### src/rtl/quad_cordic_pkg.sv
// Shared definitions for the cordic sharing arbiter: data width, cordic latency
// and the arbiter FSM state encoding.
package quad_cordic_pkg;

  localparam int CRD_W      = 24;
  localparam int ITERATIONS = 14;
  localparam int CRD_LAT    = ITERATIONS + 2;

  typedef enum logic [1:0] {
    IDLE  = 2'd0,
    ISSUE = 2'd1,
    WAIT  = 2'd2,
    RESP  = 2'd3
  } arb_state_t;

endpackage

### src/rtl/rr_pick.sv
// Combinational round-robin picker: first asserted request at or above ptr,
// wrapping modulo N. Returns a one-hot grant and the matching binary index.
module rr_pick #(
  parameter int N  = 3,
  parameter int IW = (N > 1) ? $clog2(N) : 1
) (
  input  logic [N-1:0]  req,
  input  logic [IW-1:0] ptr,
  output logic [N-1:0]  grant,
  output logic [IW-1:0] idx,
  output logic          found
);

  int slot;

  always_comb begin
    // NOTE: every output gets a default before the loop so no path leaves one unassigned (no latch).
    grant = '0;
    idx   = '0;
    found = 1'b0;
    slot  = 0;
    for (int i = 0; i < N; i++) begin
      slot = int'(ptr) + i;
      if (slot >= N) slot = slot - N;
      if (!found && req[slot]) begin
        grant[slot] = 1'b1;
        idx         = IW'(slot);
        found       = 1'b1;
      end
    end
  end

endmodule

### src/rtl/cordic_arbiter.sv
// Shares one vector-mode cordic among NUM_REQ requesters with round-robin grants,
// returns each result to its owner, and times out a cordic that never finishes.
module cordic_arbiter
  import quad_cordic_pkg::*;
#(
  parameter int NUM_REQ = 3,
  parameter int DW      = CRD_W,
  parameter int TIMEOUT = 31
) (
  input  logic                  clk,
  input  logic                  rst_n,
  input  logic [NUM_REQ-1:0]    req_valid,
  input  logic [NUM_REQ*DW-1:0] req_x,
  input  logic [NUM_REQ*DW-1:0] req_y,
  output logic [NUM_REQ-1:0]    req_ready,
  output logic [NUM_REQ-1:0]    rsp_valid,
  output logic [DW-1:0]         rsp_angle,
  output logic [DW-1:0]         rsp_magnitude,
  output logic                  rsp_err,
  output logic                  err_sticky,
  output logic                  busy,
  output logic                  crd_start,
  output logic [DW-1:0]         crd_x,
  output logic [DW-1:0]         crd_y,
  input  logic                  crd_done,
  input  logic [DW-1:0]         crd_angle,
  input  logic [DW-1:0]         crd_magnitude
);

  localparam int IW = (NUM_REQ > 1) ? $clog2(NUM_REQ) : 1;
  localparam int CW = $clog2(TIMEOUT + 1);

  // The watchdog must outlast a healthy cordic or every result would be a timeout.
  if (TIMEOUT <= CRD_LAT) begin : g_timeout_check
    $error("TIMEOUT must exceed the cordic latency");
  end

  arb_state_t           state;
  logic [IW-1:0]        rr_ptr;
  logic [IW-1:0]        owner;
  logic [CW-1:0]        wait_cnt;
  logic [NUM_REQ-1:0]   pick_grant;
  logic [IW-1:0]        pick_idx;
  logic                 pick_found;

  rr_pick #(
    .N  (NUM_REQ),
    .IW (IW)
  ) u_rr_pick (
    .req   (req_valid),
    .ptr   (rr_ptr),
    .grant (pick_grant),
    .idx   (pick_idx),
    .found (pick_found)
  );

  always_ff @(posedge clk or negedge rst_n) begin
    if (!rst_n) begin
      state         <= IDLE;
      rr_ptr        <= '0;
      owner         <= '0;
      wait_cnt      <= '0;
      req_ready     <= '0;
      rsp_valid     <= '0;
      rsp_angle     <= '0;
      rsp_magnitude <= '0;
      rsp_err       <= 1'b0;
      err_sticky    <= 1'b0;
      busy          <= 1'b0;
      crd_start     <= 1'b0;
      crd_x         <= '0;
      crd_y         <= '0;
    end else begin
      // NOTE: non-blocking assignments only, so every register samples pre-edge values.
      req_ready <= '0;
      rsp_valid <= '0;
      crd_start <= 1'b0;
      case (state)
        IDLE: begin
          if (pick_found) begin
            crd_x     <= req_x[pick_idx*DW +: DW];
            crd_y     <= req_y[pick_idx*DW +: DW];
            owner     <= pick_idx;
            req_ready <= pick_grant;
            crd_start <= 1'b1;
            busy      <= 1'b1;
            state     <= ISSUE;
          end
        end
        ISSUE: begin
          wait_cnt <= '0;
          state    <= WAIT;
        end
        WAIT: begin
          wait_cnt <= wait_cnt + 1'b1;
          // A real completion takes priority over a watchdog expiring in the same cycle.
          if (crd_done) begin
            rsp_angle     <= crd_angle;
            rsp_magnitude <= crd_magnitude;
            rsp_err       <= 1'b0;
            rsp_valid     <= NUM_REQ'(1) << owner;
            state         <= RESP;
          end else if (wait_cnt == CW'(TIMEOUT)) begin
            rsp_angle     <= '0;
            rsp_magnitude <= '0;
            rsp_err       <= 1'b1;
            err_sticky    <= 1'b1;
            rsp_valid     <= NUM_REQ'(1) << owner;
            state         <= RESP;
          end
        end
        RESP: begin
          rr_ptr <= (owner == IW'(NUM_REQ - 1)) ? '0 : owner + 1'b1;
          busy   <= 1'b0;
          state  <= IDLE;
        end
        default: state <= IDLE;
      endcase
    end
  end

endmodule
### config.mk
export PLATFORM = sky130hd
export DESIGN_NAME = cordic_arbiter
export DESIGN_NICKNAME = d
export VERILOG_FILES = /design/src/rtl/quad_cordic_pkg.sv /design/src/rtl/rr_pick.sv /design/src/rtl/cordic_arbiter.sv
export SDC_FILE = /design/constraint.sdc
export NUM_CORES = 1
export LEC_CHECK = 0
export CAP_MARGIN = 15
export CORE_UTILIZATION = 39
export CTS_CLUSTER_SIZE = 30
export DETAILED_ROUTE_END_ITERATION = 16
export GPL_TIMING_DRIVEN = 0
export HOLD_SLACK_MARGIN = 0.05
export PLACE_DENSITY_LB_ADDON = 0.25
export SYNTH_ARGS = -nofsm -noshare
export SYNTH_HDL_FRONTEND = slang
export SYNTH_SLANG_ARGS = --single-unit
### constraint.sdc
create_clock -name clk -period 3.1 [get_ports clk]
set_input_delay 0.93 -clock clk [delete_from_list [all_inputs] [get_ports clk]]
set_output_delay 0.93 -clock clk [all_outputs]
set_load 0.05 [all_outputs]
# Yosys cells after proc, flatten, opt, wreduce, memory -nomap -nowiden
# Index checks and enable logic that the tools add are counted.
totals:
  ff_bits: 117
  latch_bits: 0
  mem_bits_rw: 0
  romBits: 0
  output_inout_bits: 106
  memories: 0
classes:
  addsub: 7
  multipliers: 1
  div_mod_pow: 0
  magnitude_cmp: 9
  eq_ne: 7
  shifts: 3
  n_mux: 47
  bitwise: 3
  reduce_logical: 16
ops:
  columns: ["op", "n"]
  rows:
  - ["72-bit by 8-bit variable part select with 24-bit output", 2]
  - ["32-bit by 1-bit greater-or-equal comparator with 1-bit output (second input constant)", 3]
  - ["32-bit by 4-bit < comparator with 1-bit output (second input constant)", 3]
  - ["32-bit two-way mux", 3]
  - ["24-bit two-way mux", 3]
  - ["32-bit by 3-bit greater-or-equal comparator with 1-bit output (second input constant)", 2]
  - ["32-bit by 3-bit subtractor with 32-bit output (second input constant)", 2]
  - ["3-bit two-way mux", 8]
  - ["1-bit two-way mux", 17]
  - ["2-bit two-way mux", 7]
  - ["5-bit one-hot mux with 2 select lines", 1]
  - ["2-bit one-hot mux with 4 select lines", 1]
  - ["2-bit AND reduction", 4]
  - ["1-bit binary-select mux with 2-bit select", 3]
  - ["1-bit demux with 2-bit select", 3]
  - ["2-bit == test (second input constant)", 3]
  - ["3-bit bitwise OR", 2]
  - ["2-bit nonzero test", 3]
  - ["5-bit by 1-bit adder with 5-bit output (second input constant)", 1]
  - ["5-bit == test (second input constant)", 1]
  - ["1-bit logical AND", 5]
  - ["2-bit by 2-bit multiplier with 4-bit output (second input constant)", 1]
  - ["2-bit by 1-bit adder with 3-bit output (second input constant)", 1]
  - ["2-bit by 2-bit adder with 3-bit output (second input constant)", 1]
  - ["12 further kinds", 13]

# Logic depth before layout (Yosys ltp)
# Gate-level depths: netlist (run 1).
logic_depth:
  depth_word: 14
  depth_mapped: 13

# By module
# Synthesis (run 1) repeated with hierarchy kept, for this count alone.
hier_totals:
  hier_cells: 549
  area_unflattened_um2: 5785.5
modules_own_cells:
  columns: ["module", "instances", "cells_per_inst", "area_per_inst_um2", "seq_area_each_um2"]
  rows:
  - ["cordic_arbiter", 1, 497, 5403.9, 2927.8]
  - ["rr_pick", 1, 52, 381.6, 0.0]

# Worst setup path before layout (run 1)
# Ideal clock, no wire load.
synth_timing:
  kind: "input port to flip-flop"
  start: "in req_valid[1]"
  end: "reg crd_x[13]"
  arrival_time_ps: 2449
  path_slack_ps: 520
  cell_stages: 10
  cell_sequence: "a21oi_1 -> a22oi_4 -> a211oi_1 -> nand2b_1 -> buf_4 -> inv_2 -> nand2_1 -> buf_4 -> buf_2 -> o211ai_2"
synth_via:
  elab_chain_len: 12
synth_rtl:
  columns: ["item", "line_no", "text"]
  rows:
  - ["from (decl)", "cordic_arbiter.sv:12", "input logic [NUM_REQ-1:0] req_valid,"]
  - ["1-bit binary-select mux with 2-bit select", "rr_pick.sv:25", "if (!found && req[slot]) begin"]
  - ["1-bit two-way mux (not written as such) (2 in a row)", "rr_pick.sv:25", null]
  - ["1-bit two-way mux", "rr_pick.sv:25", null]
  - ["1-bit logical NOT", "rr_pick.sv:25", null]
  - ["1-bit logical AND", "rr_pick.sv:25", null]
  - ["1-bit two-way mux", "rr_pick.sv:25", null]
  - ["1-bit logical NOT", "rr_pick.sv:25", null]
  - ["1-bit logical AND", "rr_pick.sv:25", null]
  - ["2-bit two-way mux", "rr_pick.sv:25", null]
  - ["2-bit by 2-bit multiplier with 4-bit output", "cordic_arbiter.sv:81", "crd_x <= req_x[pick_idx*DW +: DW];"]
  - ["72-bit by 8-bit variable part select with 24-bit output", "cordic_arbiter.sv:81", null]
  - ["to (signal assigned)", "cordic_arbiter.sv:81", null]
  - ["to (decl)", "cordic_arbiter.sv:23", "output logic [DW-1:0] crd_x,"]
# Several ways; a longest one is shown, not always the timed one. The select of a mux whose other input is x is not followed.
# A chain may end at the register's enable or synchronous reset.

# Worst setup path after layout (run 1)
layout_timing:
  start: "in req_valid[0]"
  end: "reg crd_y[21]"
layout_via:
  elab_chain_len: 12
layout_rtl:
  columns: ["item", "line_no", "text"]
  rows:
  - ["1-bit binary-select mux with 2-bit select", "rr_pick.sv:25", null]
  - ["1-bit two-way mux (not written as such) (2 in a row)", "rr_pick.sv:25", null]
  - ["1-bit two-way mux", "rr_pick.sv:25", null]
  - ["1-bit logical NOT", "rr_pick.sv:25", null]
  - ["1-bit logical AND", "rr_pick.sv:25", null]
  - ["1-bit two-way mux", "rr_pick.sv:25", null]
  - ["1-bit logical NOT", "rr_pick.sv:25", null]
  - ["1-bit logical AND", "rr_pick.sv:25", null]
  - ["2-bit two-way mux", "rr_pick.sv:25", null]
  - ["2-bit by 2-bit multiplier with 4-bit output", "cordic_arbiter.sv:82", "crd_y <= req_y[pick_idx*DW +: DW];"]
  - ["72-bit by 8-bit variable part select with 24-bit output", "cordic_arbiter.sv:82", null]
  - ["to (signal assigned)", "cordic_arbiter.sv:82", null]
  - ["to (decl)", "cordic_arbiter.sv:24", "output logic [DW-1:0] crd_y,"]
# Several ways; a longest one is shown, not always the timed one. The select of a mux whose other input is x is not followed.

==> results.md, run 1 <==
- The total cell area at the placement stage is 0.008859 mm^2.
- The share of total power dissipated in combinational logic is 63.7%.
- The count of vias placed by the detailed router is 5452.
- For this design, the CTS-stage hold fixing added 0 buffers.
- The finished cells cover 0.009507 mm^2.
- Measured along the y axis, the die boundary spans 121.5 um.
- The final global-route overflow total is 0.
- The dominant register cell in the synthesized netlist is dfrtp_1.
- For this design the total switching power over the nets is 0.006035 W.
- The clock network is responsible for 15.3% of the overall power.
- The routability congestion estimate from global placement is 0.8481.
- At the end of the flow, the number of nets in the layout was 1043.
- After technology mapping, the gate count stands at 508.
- The number of remaining DRC errors is 0.
- The final critical-path share of the clock period is 96.99%.
- The final count of hold timing violations is 0.
- The post-synthesis average cell area is 10.97 um^2.
- The clock insertion delay at the later pin of the skew report is 0.41 ns.
- The run finished with clean final reports.
- Entering global routing, the biggest net connects 90 pins.
- In this run the power density over the cells is 1319 mW/mm^2.
- Summed over all cells, the static leakage comes to 4.057 nW.
- 0 antenna diodes ended up in the layout.
- The arrival time of data at the critical path endpoint is 3.28 ns.
- Yosys mapped a number of flops with a built-in enable equal to 0.
- Counting the fill cells in the layout gives 1098.
- The area growth from synthesis to layout is 70.63%.
- Cells with a size suffix above 1 make up 8.973% of the layout.
- The floorplan has 43 rows.
- The kind of path behind the tightest hold check is in -> async.
- The post-detailed-route count of antenna-violating nets is 0.
- Clock-pin slew was measured on the worst setup and hold paths at 0.05 ns.
- The data required time at the worst endpoint is 3.37 ns.
- After legalization and detailed placement, the total HPWL measured 14590 um.
- The initial cell density of the core is 39.98%.
- STA classifies the critical path endpoint as a flop.
- Across every metal layer, demand over resource in global routing totals 26.10%.
- The post-detailed-route wirelength per cell is 18.58 um.
- Before antenna repair, the detailed router went through 4 iterations.
- The number of antenna violations at the first check in global routing was 1.
- The number of nets produced by synthesis is 716.
- In this run the tightest slew margin relative to its limit is 60.14%.
- The max capacitance violation total is 0.
- On the final layout, the worst clock skew is 0.007397 ns.
- The share of the Yosys chip area taken by registers is 52.55%.
- The total standard cell area after synthesis is 0.005572 mm^2.
- Of all flip-flops after synthesis, the portion carrying an async set or reset was 100.0%.
- The CTS sink count is 117.
- Wires add up to 19090 um.
- Final hold analysis gives a worst-case slack of 0.4066 ns.
- Input and output buffers added on the ports amount to 303.
- Net switching is 48.12% of the power.
- The deepest clock path buffer count is 2.
- The first global-routing pass estimated 29000 um of wire.
- The CTS tree is yes.
- The die is 121.5 um wide.
- The area of the die is 0.01477 mm^2.
- The share of power burned in registers is 21.0%.
- The clock buffer count from CTS is 17.
- At the pin with the least slew margin, the transition time is 0.5961 ns.
- The time the final worst path needs with I/O delays and setup is 3.007 ns.
- The number of global-route vias before repair came to 5622.
- The setup path with the least slack is of type in -> reg.
- The max-slew violation count is 0.
- 304 I/O pins were placed.
- The largest voltage drop on the vdd net is 0.6694 mV.
- Of all nets on the critical path, the largest fanout is 10.
- The Yosys step of the flow raised 0 warnings.
- Setup violations remaining at the end of the flow were counted as 0.
- The internal power is 0.006507 W.
- For this block, the initial DRC count from the detailed router was 245.
- Timing would allow up to 332.6 MHz.
- In this run, distinct cell masters in the synthesized netlist total 42.
- The kind of launch point of the worst setup path is an input pin.
- The standard cell core area is 0.01393 mm^2.
- The synthesized design contains 117 register bits.
- The average via count per standard cell is 5.309.
- In this run the number of H-tree levels came out at 4.
- The root buffer cell chosen for the clock tree is clkbuf_16.
==> synth_stat cells (2+ instances only) <==
master / n / area, um^2
a211oi_1: 2 / 15.01
a21oi_1: 7 / 35.03
a22o_1: 48 / 420.4
and2_1: 3 / 18.77
buf_1: 2 / 7.510
buf_2: 5 / 25.02
buf_4: 6 / 45.04
buf_6: 2 / 22.52
clkbuf_1: 28 / 105.1
dfrtp_1: 117 / 2928
ha_1: 10 / 125.1
inv_1: 11 / 41.29
mux2_2: 3 / 33.78
mux2i_1: 50 / 500.5
nand2_1: 63 / 236.5
nand2b_1: 4 / 25.02
nand3_1: 53 / 265.3
nor2_1: 9 / 33.78
nor2b_1: 3 / 18.77
nor3b_1: 2 / 15.01
o211ai_1: 39 / 292.8
o211ai_2: 9 / 112.6
o21ai_0: 10 / 50.05
o21bai_1: 2 / 15.01
o32a_1: 2 / 20.02
o32ai_1: 2 / 17.52
==> cell type report <==
class	count	area (um^2)	area share, %
buffer	43	220.2	2.316
clock buffer	21	480.5	5.054
tap	180	225.2	2.369
multi-input combinational	336	2407	25.32
clock inverter	10	103.9	1.092
timing repair buffer	308	3097	32.57
inverter	12	45.04	0.4738
sequential	117	2928	30.80
==> power by group through the flow <==
stage	Combinational (W)	Clock, W	Sequential [W]
6_report	0.00799	0.00192	0.00263
5_1_grt	0.00850	0.00202	0.00271
4_1_cts	0.00798	0.00195	0.00263
3_5_place_dp	0.00784	0	0.00265
3_3_place_gp	0.00770	0	0.00262
2_1_floorplan	0.00317	0	0.00478
==> worst paths after layout <==
kind / from / cells past startpoint / slack (ns) / end
max in group asynchronous: rst_n / 2 / 1.96 / crd_x[22]$_DFFE_PN0P_
worst max-delay path: req_valid[0] / 10 / 0.09 / crd_y[21]$_DFFE_PN0P_
worst min-delay path: rst_n / 1 / 0.41 / rsp_angle[12]$_DFFE_PN0P_
worst max register to register: rr_ptr[1]$_DFFE_PN0P_ / 12 / 0.27 / crd_y[21]$_DFFE_PN0P_
worst min register to register: err_sticky$_DFFE_PN0P_ / 1 / 0.48 / err_sticky$_DFFE_PN0P_
min in group clk: err_sticky$_DFFE_PN0P_ / 1 / 0.48 / err_sticky$_DFFE_PN0P_
==> layout by cell type (no fill, tap or decap), types with 3 or more instances in the layout <==
| master | count |
|---|---|
| clkdlybuf4s50_1 | 300 |
| dfrtp_1 | 117 |
| nand2_1 | 63 |
| nand3_1 | 53 |
| mux2i_1 | 48 |
| a22o_1 | 48 |
| o211ai_1 | 39 |
| clkbuf_1 | 24 |
| clkbuf_16 | 17 |
| inv_1 | 11 |
| buf_4 | 10 |
| o21ai_0 | 10 |
| ha_1 | 10 |
| nor2_1 | 9 |
| o211ai_2 | 9 |
| clkinv_2 | 7 |
| a21oi_1 | 6 |
| clkbuf_2 | 5 |
| nand2b_1 | 4 |
| buf_6 | 4 |
| clkbuf_8 | 4 |
| buf_2 | 3 |
| mux2_2 | 3 |
| and2_1 | 3 |
==> flip-flops by register name, summed over array words and instances, names as in the netlist <==
register and flops:
crd_x 24, crd_y 24, rsp_angle 24, rsp_magnitude 24
wait_cnt 5, req_ready 3, rsp_valid 3, owner 2
rr_ptr 2, state 2, busy 1, crd_start 1
err_sticky 1, rsp_err 1
==> critical path, cell delays in order <==
cell,delay (ns)
clkdlybuf4s50_1,0.55
mux2i_1,0.12
or2_1,0.26
and2_1,0.15
buf_2,0.16
a211oi_4,0.33
buf_4,0.19
buf_4,0.22
mux2i_1,0.25
o211ai_1,0.11
==> stage by stage <==
stage	std cells	util, %	setup TNS, ns	worst slack [ns]	total power, W
after floorplan	508	-	0	0.5202	0.007958
after global placement	991	63.37	-407.91	-3.376	0.01032
after detailed placement	992	63.57	-17.46	-0.4689	0.01048
after CTS	1027	67.98	0	0.008773	0.01257
after global routing	1027	68.22	-0.002778	-0.002778	0.01323
final	1027	68.22	0	0.09343	0.01254
==> routing by layer <==
layer	vias to the layer above	share of wire [%]	wire (um)	track usage, %
li1	2515	-	-	-
met2	270	52	9912	46.24
met5	-	0.063	12	0
met1	2619	36	6873	27.69
met3	46	8.3	1580	8.788
met4	2	3.7	707	12.50
==> cell families (layout without fill, tap and decap cells) <==
kind of cell | after synthesis | count (layout) | synth area share (%)
AO/OA/AOI/OAI | 131 | 131 | 19.56
flip-flops | 117 | 117 | 52.55
multiplexers | 53 | 53 | 9.589
AND/OR/NAND/NOR | 142 | 142 | 11.57
buffers and inverters | 55 | 394 | 4.491
adder cells (fa/ha/maj) | 10 | 10 | 2.246
==> what timing repair did <==
item                                    4_1_cts  5_1_grt
gates resized for setup                       0       19
pin swaps                                     1        0
buffers inserted                              4        0
endpoints found under the setup margin        5       42
Note: power is estimated with default switching activity, not from simulation.
==> run 2, diff against run 1 <==
- CAP_MARGIN: 15 -> 30
- CTS_CLUSTER_SIZE: 30 -> 20
==> run 2 against run 1 <==
  * Wire length unchanged
  * Critical path type unchanged
  * Clock-buffer cell count is the same
  * Global-route usage did not move
  * Critical path depth stayed put
  * Utilization unchanged
  * Clock skew is the same
  * Maximum frequency unchanged
==> results.md, run 2 (synthesized netlist as in run 1, its figures left out) <==
- The number of buffer cells added on primary ports is 303 (unchanged).
- The library cell used most frequently in the layout, excluding fill and tap cells, is clkdlybuf4s50_1.
- The worst clock skew is 0.007397 ns (unchanged).
- The worst hold path belongs to the class in -> async.
- The post-route cell area is 0.009507 mm^2 (unchanged).
- The global-route track usage on met2 is 46.24% (unchanged).
- The power density relative to cell area is 1319 mW/mm^2 (unchanged).
- The half-perimeter wire length of the detailed placement result is 14590 um (unchanged).
- The endpoint of the lowest-slack register-to-register path is crd_y[21]$_DFFE_PN0P_.
- The kind of launch point of the worst setup path is an input pin.
- The synthesis-to-layout area growth is 70.63% (unchanged).
- The number of global-route vias before repair was 5622 (unchanged).
- The total global routing track utilization came to 26.10% (unchanged).
- In the layout the commonest cells are clkdlybuf4s50_1 (300), dfrtp_1 (117), nand2_1 (63).
- The width of the die is 121.5 um (unchanged).
- The max-slew violation count is 0 (unchanged).
- The achievable frequency came to 332.6 MHz (unchanged).
- The final global-route overflow total is 0 (unchanged).
- The worst setup slack for register-to-register paths is 0.27 ns (about the same).
- The worst setup path is of the in -> reg kind.
- The pin count of the biggest net entering global routing is 90 (unchanged).
- The post-detailed-route wirelength per cell is 18.58 um (unchanged).
- The final count of hold timing violations is 0 (unchanged).
- The count of vias placed by the detailed router is 5452 (unchanged).
- The worst-case headroom to the max-slew limit is 60.14% (unchanged).
- The routability congestion estimate from global placement is 0.8481 (unchanged).
- The number of antenna violations at the first check in global routing is 1 (unchanged).
- The critical register-to-register path startpoint is rr_ptr[1]$_DFFE_PN0P_.
- The initial cell density of the core was 39.98% (unchanged).
- The average via count per standard cell was 5.309 (unchanged).
- The post-detailed-route count of antenna-violating nets is 0 (unchanged).
- The filler-free cell count of the finished design was 1027 (unchanged).
- The layer with the highest usage is met2.
- The number of placement rows is 43 (unchanged).
- The number of buffers inserted by hold repair at cts is 0 (unchanged).
- The CTS sink count is 117 (unchanged).
- The clock buffer count from CTS is 17 (unchanged).
- The die boundary height is 121.5 um (unchanged).
- The CTS tree is yes.
- The leakage power figure was 4.057 nW (unchanged).
- The worst-case hold slack is 0.4066 ns (unchanged).
- The first-pass GRT wire length is 29000 um (unchanged).
- The total cell area at the placement stage is 0.008859 mm^2 (unchanged).
- The global routing usage on met1 came to 27.69% (unchanged).
- The final critical-path share of the clock period came to 96.99% (unchanged).
- The clock slew seen by the registers of the worst setup and hold paths is 0.05 ns (about the same).
- The antenna diode count is 0 (unchanged).
- The first-pass iteration count of the detailed router came to 4 (unchanged).
- The worst-margin pin slew was 0.5961 ns (unchanged).
- The max capacitance violation total is 0 (unchanged).
- The largest voltage drop on the vdd net was 0.6694 mV (unchanged).
- The clock insertion delay at the later pin of the skew report came to 0.41 ns (about the same).
- The run finished with clean final reports.
- The capturing element type of the critical path is a flop.
- The proportion of layout cells with a drive suffix above 1 is 8.973% (unchanged).
- The boundary pin count came to 304 (unchanged).
- The standard cell core area was 0.01393 mm^2 (unchanged).
- The arrival time of data at the critical path endpoint is 3.28 ns (about the same).
- The setup violation total in the final timing report is 0 (unchanged).
- The time the final worst path needs with I/O delays and setup is 3.007 ns (unchanged).
- The data required time at the worst endpoint is 3.37 ns (about the same).
- The instance count after placement with tap cells included is 992 (unchanged).
- The total wire length after detailed routing is 19090 um (unchanged).
- The number of remaining DRC errors is 0 (unchanged).
- The highest net fanout along the worst path came to 10 (unchanged).
- The area of the die is 0.01477 mm^2 (unchanged).
- The met3 track demand over resource came to 8.788% (unchanged).
- The iteration-0 DRC count of the detailed router was 245 (unchanged).
- The deepest clock path buffer count was 2 (unchanged).
- The total number of H-tree levels is 4 (unchanged).
- The number of nets in the layout is 1043 (unchanged).
- The cell at the root of the clock tree is clkbuf_16.
- The number of cells traversed by the worst register-to-register path is 12 (unchanged).
[run 2: area by class of cell]
class,count,area [um^2]
Buffer,43,220.2
Clock buffer,21,480.5
Multi-Input combinational cell,336,2407
Tap cell,180,225.2
Clock inverter,10,103.9
Fill cell,1098,4428
Inverter,12,45.04
Sequential cell,117,2928
Timing Repair Buffer,308,3097
[run 2: worst max-delay path, cell delays in order]
cell and delay [ns]:
clkdlybuf4s50_1 0.55, mux2i_1 0.12, or2_1 0.26, and2_1 0.15
buf_2 0.16, a211oi_4 0.33, buf_4 0.19, buf_4 0.22
mux2i_1 0.25, o211ai_1 0.11
[run 2: where the power goes]
part           total (W)  leakage [nW]  switching (W)  internal (W)
clock            0.00192         0.298       0.000670       0.00125
sequential       0.00263          1.47       0.000391       0.00224
combinational    0.00799          2.29        0.00497       0.00301
total             0.0125          4.06        0.00604       0.00651
[run 2: timing repair]
action | CTS | global route
buffers inserted | 4 | 0
setup endpoints to repair | 5 | 42
resized for setup | 0 | 19
pin swaps | 1 | 0
[run 2: how the worst max path moves through the flow]
stage,start,endpoint,depth (start not counted)
floorplan,req_valid[1],crd_x[13]$_DFFE_PN0P_,10
global placement,rst_n,crd_x[7]$_DFFE_PN0P_,1
detailed placement,req_valid[2],crd_x[17]$_DFFE_PN0P_,10
CTS,req_valid[1],crd_x[22]$_DFFE_PN0P_,11
global route,req_valid[0],crd_x[10]$_DFFE_PN0P_,11
finish,req_valid[0],crd_y[21]$_DFFE_PN0P_,10
[run 2: per-layer routing]
layer / wire length [um] / part of all wire [%]
met1: 6873 / 36
met2: 9912 / 52
met3: 1580 / 8.3
met4: 707 / 3.7
met5: 12 / 0.063
[run 2: metrics by stage]
stage	power (W)	TNS [ns]	util (%)	setup slack, ns
5_1_grt	0.01323	-0.002778	68.22	-0.002778
3_5_place_dp	0.01048	-17.46	63.57	-0.4689
4_1_cts	0.01257	0	67.98	0.008773
6_report	0.01254	0	68.22	0.09343
2_1_floorplan	0.007958	0	-	0.5202
3_3_place_gp	0.01032	-407.91	63.37	-3.376
